==> config.mk <==
export PLATFORM = sky130hd
export DESIGN_NAME = nway_cache_control
export DESIGN_NICKNAME = d
export VERILOG_FILES = /design/src/rtl/cache_pkg.sv /design/src/rtl/sat_counter.sv /design/src/rtl/nway_cache_control.sv
export SDC_FILE = /design/constraint.sdc
export NUM_CORES = 1
export LEC_CHECK = 0
export CELL_PAD_IN_SITES_DETAIL_PLACEMENT = 1
export CELL_PAD_IN_SITES_GLOBAL_PLACEMENT = 2
export CORE_AREA = 2 2 43 45
export DETAILED_ROUTE_END_ITERATION = 10
export DIE_AREA = 0 0 45 47
export HOLD_SLACK_MARGIN = 0.05
export PLACE_DENSITY = 0.74
export SETUP_SLACK_MARGIN = 0.2
export SLEW_MARGIN = 5
export SYNTH_ARGS = -nofsm -noshare
export SYNTH_HDL_FRONTEND = slang
export SYNTH_SLANG_ARGS = --single-unit
==> constraint.sdc <==
create_clock -name clk -period 2.8 [get_ports clk]
set_clock_uncertainty 0.15 [all_clocks]
set_input_delay 0.7 -clock clk [delete_from_list [all_inputs] [get_ports clk]]
set_output_delay 0.7 -clock clk [all_outputs]
set_load 0.02 [all_outputs]
==> src/rtl/cache_pkg.sv <==
// Shared definitions for the N-way cache controller: FSM state encoding and
// default parameter values.
package cache_pkg;

   typedef enum logic [1:0] {
      IDLE       = 2'd0,
      WRITE_BACK = 2'd1,
      ALLOCATE   = 2'd2
   } state_t;

   localparam int unsigned DEF_WAYS  = 4;
   localparam int unsigned DEF_CNT_W = 32;

endpackage

==> src/rtl/sat_counter.sv <==
// Saturating up-counter with synchronous clear; holds at all-ones.
module sat_counter #(
   parameter int unsigned W = 32
) (
   input  logic         clk,
   input  logic         rst,
   input  logic         inc,
   output logic [W-1:0] count
);

   // Clear wins over increment; increment stops at the all-ones value.
   always_ff @(posedge clk) begin
      if (rst)
         count <= '0;
      else if (inc && (count != {W{1'b1}}))
         count <= count + W'(1);
   end

endmodule

==> src/rtl/nway_cache_control.sv <==
// Control FSM for an N-way set-associative, write-back, write-allocate cache.
// Sequences hit responses, dirty-victim write-back and line refill.
// Optional feature: define CACHE_PERF_CNT_EN to add hit/miss/write-back
// performance counters (hit_count, miss_count, wb_count).
//
//   state      | meaning
//   -----------+---------------------------------------------------------
//   IDLE       | waiting for a request; hits answered combinationally
//   WRITE_BACK | dirty victim line being written to memory
//   ALLOCATE   | missing line being read from memory into victim_way
module nway_cache_control
   import cache_pkg::*;
#(
   parameter  int unsigned WAYS  = DEF_WAYS,
   parameter  int unsigned CNT_W = DEF_CNT_W,
   localparam int unsigned WAY_W = $clog2(WAYS)
) (
   input  logic             clk,
   input  logic             rst,
   input  logic             mem_read,
   input  logic             mem_write,
   output logic             mem_resp,
   input  logic             hit_any,
   input  logic [WAYS-1:0]  dirty_out,
   input  logic [WAY_W-1:0] lru_out,
   output logic [WAY_W-1:0] victim_way,
   output logic             idling,
   output logic             w_back,
   output logic             alloc,
   output logic             pmem_read,
   output logic             pmem_write,
   input  logic             pmem_resp
`ifdef CACHE_PERF_CNT_EN
   ,
   output logic [CNT_W-1:0] hit_count,
   output logic [CNT_W-1:0] miss_count,
   output logic [CNT_W-1:0] wb_count
`endif
);

   state_t state;
   state_t state_next;
   logic   request;
   logic   miss_start;
   logic   victim_dirty;

   // A simultaneous read and write is one request.
   assign request = mem_read | mem_write;

   // State register.
   always_ff @(posedge clk) begin
      if (rst)
         state <= IDLE;
      else
         state <= state_next;
   end

   // Victim way is captured only on the cycle a miss leaves IDLE, so lru_out
   // movement during write-back/refill has no effect on the targeted way.
   always_ff @(posedge clk) begin
      if (rst)
         victim_way <= '0;
      else if (miss_start)
         victim_way <= lru_out;
   end

   // Next-state and Moore/Mealy outputs.
   always_comb begin
      state_next   = state;
      mem_resp     = 1'b0;
      idling       = 1'b0;
      w_back       = 1'b0;
      alloc        = 1'b0;
      pmem_read    = 1'b0;
      pmem_write   = 1'b0;
      miss_start   = 1'b0;
      victim_dirty = dirty_out[lru_out];
      case (state)
         IDLE: begin
            idling = 1'b1;
            if (request && hit_any) begin
               mem_resp = 1'b1;
            end else if (request) begin
               miss_start = 1'b1;
               state_next = victim_dirty ? WRITE_BACK : ALLOCATE;
            end
         end
         WRITE_BACK: begin
            w_back     = 1'b1;
            pmem_write = 1'b1;
            if (pmem_resp)
               state_next = ALLOCATE;
         end
         ALLOCATE: begin
            alloc     = 1'b1;
            pmem_read = 1'b1;
            if (pmem_resp)
               state_next = IDLE;
         end
         default: begin
            state_next = IDLE;
         end
      endcase
   end

`ifdef CACHE_PERF_CNT_EN
   logic wb_start;

   // Entry into WRITE_BACK happens only from a dirty-victim miss.
   assign wb_start = miss_start & victim_dirty;

   sat_counter #(.W(CNT_W)) u_hit_cnt (
      .clk   (clk),
      .rst   (rst),
      .inc   (mem_resp),
      .count (hit_count)
   );

   sat_counter #(.W(CNT_W)) u_miss_cnt (
      .clk   (clk),
      .rst   (rst),
      .inc   (miss_start),
      .count (miss_count)
   );

   sat_counter #(.W(CNT_W)) u_wb_cnt (
      .clk   (clk),
      .rst   (rst),
      .inc   (wb_start),
      .count (wb_count)
   );
`endif

endmodule

======== Word level (Yosys, flattened, before mapping) ========
Index checks and enable logic that the tools add are counted.
cells by class
  bitwise operators ....................... 1
  multiplexer cells ....................... 16
  reductions and logical operators ........ 3
  order comparisons ....................... 1
  equal/unequal tests ..................... 6
operators by type and width
  kind                                                                          number
  2-bit 2-to-1 mux                                                              5
  1-bit 2-to-1 mux                                                              9
  2-bit != test, second input constant                                          4
  2-bit one-hot mux with 3 select lines                                         1
  4-bit AND reduction                                                           1
  2-bit by 3-bit less-than comparator with 1-bit output, second input constant  1
  1-bit binary-select mux with 2-bit select                                     1
  2-bit by 1-bit equality test with 1-bit output, second input constant         1
  2-bit equality test, second input constant                                    1
  2-bit zero test                                                               1
  1-bit logical AND                                                             1
  1-bit bitwise OR                                                              1
storage, ports and cells
  word-level logic and storage cells ...... 29
  register bits after elaboration ......... 4
  output and inout port bits .............. 8

======== Logic depth before layout (Yosys ltp) ========
  word-level depth ........................ 6
  mapped depth ............................ 3

======== Worst setup path after synthesis ========
No wires, ideal clock.
  path kind ............................... input port to output port
  from .................................... in mem_write
  to ...................................... out mem_resp
  stages on the path ...................... 2
  slack ................................... 0.670 ns
  data required time ...................... 1.950 ns
  arrival ................................. 1.280 ns
  path through ............................ or2_2 -> and3_1
on the way
  longest elaborated chain between the ends .. 4
RTL lines
  item                RTL line                  RTL
  start: declaration  nway_cache_control.sv:21  input logic mem_write,
  1-bit bitwise OR    nway_cache_control.sv:48  assign request = mem_read | mem_write;
  1-bit logical AND   nway_cache_control.sv:81  if (request && hit_any) begin
  1-bit 2-to-1 mux    nway_cache_control.sv:81
  1-bit 2-to-1 mux    nway_cache_control.sv:78  case (state)
  end: declaration    nway_cache_control.sv:22  output logic mem_resp,
No other way between the ends.

======== Final worst setup path ========
Same ends and word-level chain as after synthesis.

==> out/results.txt <==
Counting distinct cell types in the post-synthesis netlist gives 15. The run gives 1652 um^2 as the total core area. For this design, the sink count on the clock tree is 4. The tools report the number of hold violations in the final report as 0.

The vertical extent of the die is 47 um. The worst setup path is captured at a primary output. Clock-pin slew was measured on the worst setup and hold paths at 0.04 ns. The H-tree depth was 1; the global placer's final weighted congestion was 0.6332. Counting flops and latches in the post-synthesis netlist gives 4.

Setup violations remaining at the end of the flow were counted as 0. The clock passes through at most 2 buffers. TritonCTS built the clock tree. Traced cell by cell, the critical path runs through clkdlybuf4s50_1 > or2_4 > and3_1 > buf_4.

The slew at the pin closest to its max-slew limit was 0.3738 ns. At the worst endpoint, the required time is 1.95 ns. The run gives 0 as the first-iteration detailed-routing DRC count.

The logs give 783 um for the routed wire length and 0 for the remaining global-route overflow. For the count of pins on the block boundary, the log shows 20. The tools report the upper clock frequency limit as 0.3931 GHz.

The run finished with clean final reports. The wire length of the first global-routing pass is 1255 um, and the effective utilization at floorplan is 15.00%. The floorplan step defined a die boundary enclosing 2115 um^2. For the worst setup path, the data arrival time is 1.69 ns. Input and output buffers added on the ports amount to 19. The number of hold buffers added after cts was 0.

The cell family contributing the most delay on the critical path is buffers and inverters. For this block, the via count after detailed routing is 282. The post-route fraction of the period consumed by the critical path works out to 90.86%. The tools report the post-detailed-placement half-perimeter wirelength as 667.5 um.

The synthesis-to-layout area growth was 94.44%. Max-cap violations in this run came to 0. The power density over the cells works out to 442.6 nW/um^2. The logs give 284 for the via count of the first global-routing pass and 39 for the number of nets in the synthesized netlist. TritonCTS created 3 clock buffers.

For this design the static power due to leakage is 0.1833 nW. The number of buffer and inverter instances along the worst setup path is 2. Path type of the worst setup path: input port to primary output.

Cell area after technology mapping: 247.7 um^2. First-pass detailed-route iteration total: 1. During synthesis, Yosys emitted a total of 0 warnings.

The logs give 208 for the number of filler instances in the final layout and 205.5 uV for the maximum vdd ir drop. The post-layout total power was 0.0002132 W. The initial antenna violation count was 0. Setup repair after global routing left no endpoint under its margin. The peak fanout along the critical path is 2, and the floorplan row count is 15. For this run, the register share of the synthesized area comes to 32.32%.

The type of origin of the critical path is an input port. The time the worst path needs with I/O delays and setup is 2.544 ns, and the number of nets in the layout is 63. The run gives 8.599% as the total track usage.

The die is 45 um wide. Maximum number of pins on one net before global-route repair: 7. The slowest stage of the critical path belongs to the cell clkdlybuf4s50_1. The tree is rooted in a clkbuf_4. The share of post-route cells with drive strength above 1 is 18.37%. The count of nets left with antenna violations once routing finished came out at 0.

At the later pin of the worst-skew pair, clock insertion delay measures 0.23 ns. The average instance area after synthesis is 9.175 um^2, and the count of final max-slew check failures is 0. Using the TritonRoute via totals, the vias-per-cell ratio works out to 4.273.

The worst register-to-register path has a setup slack of 1.55 ns. The tightest min-delay check is of the flop to flop type. The delay contributed by the slowest stage of the critical path was 0.42 ns; the detail-routed net length per standard cell was 11.86 um.

Setup total negative slack on the finished layout was measured at 0 ns. The repair_antennas step left the layout with diodes totalling 0. In the routed design, unresolved DRC markers number 0.

The headroom to the max-slew limit is 74.99%, and the count of mapped cells out of synthesis is 27.
[final timing paths]
check                                      to  cells past startpoint           from
worst max-delay path                 mem_resp                      4      mem_write
worst min-delay path            victim_way[1]                      2  victim_way[1]
worst max register to register  victim_way[0]                      3       state[0]
worst min register to register  victim_way[1]                      2  victim_way[1]
[repair_timing]
action,4_1_cts,5_1_grt
buffers inserted,0,0
setup endpoints to repair,1,1
resized for setup,4,2
[power breakdown]
part           internal [W]  switching (W)
clock             0.0000479      0.0000223
sequential        0.0000618     0.00000457
combinational     0.0000424      0.0000343
[tightest hold or removal path, stage by stage, from the launching register on]
cell     delay [ns]
dfxtp_1        0.30
o41ai_1        0.05
a21oi_1        0.06
[layout by cell type (no fill, tap or decap), types with 2 or more instances in the layout]
cell type        Yosys  routed
clkdlybuf4s50_1      0      18
inv_1                2       2
clkbuf_4             0       3
nand4_1              3       3
dfxtp_1              4       4
a21oi_1              2       2
buf_4                2       3
nor2b_1              3       3
o41ai_1              2       2
nor2_1               2       2
[registers in the layout, indices dropped and copies added (netlist names)]
register / cells
state: 2
victim_way: 2
[layer usage]
metal  vias to the layer above  global-route usage, %  share of wire, %
met5                         -                      0                 0
met4                         0                  1.765                 0
met3                         0                  5.000               6.6
met2                        10                  15.71                53
met1                       125                  8.486                40
li1                        147                      -                 -
[cells in the mapped netlist, drive strengths merged]
master	count	share of area, %
and3	1	2.5
nand4	3	7.6
nor2b	3	7.6
or2	1	2.5
o41ai	2	7.1
nor3	1	2.0
dfxtp	4	32
nor2	2	3.0
o22ai	1	2.5
mux4	1	9.1
a41oi	1	6.6
buf	2	6.1
mux2i	1	4.0
inv	2	3.0
a21oi	2	4.0
[cell type report]
cell class                 instances  area [um^2]  area share (%)
clock buffer                       3        22.52           4.675
multi-input combinational         19        147.6           30.65
timing repair buffer              21        202.7           42.08
sequential                         4        80.08           16.62
tap                               17        21.27           4.416
inverter                           2        7.507           1.558
[logic make-up after synthesis]
logic type	share of synthesized area (%)
muxes	13.13
buffers and inverters	9.090
DFF	32.32
and+or+nand+nor	25.26
AOI/OAI and AO/OA	20.21
[through the flow]
stage,setup slack (ns),std cells,hold slack [ns],area (um^2),util [%]
3_3_place_gp,-0.1865,63,0.3170,459.2,27.80
3_5_place_dp,-0.1882,63,0.3134,459.2,27.80
6_report,0.2558,66,0.3213,481.7,29.17
2_1_floorplan,0.6702,27,0.3301,247.7,-
5_1_grt,0.2281,66,0.3381,481.7,29.17
4_1_cts,0.2004,66,0.3186,476.7,28.86
Power figures use the tool's default switching activity.
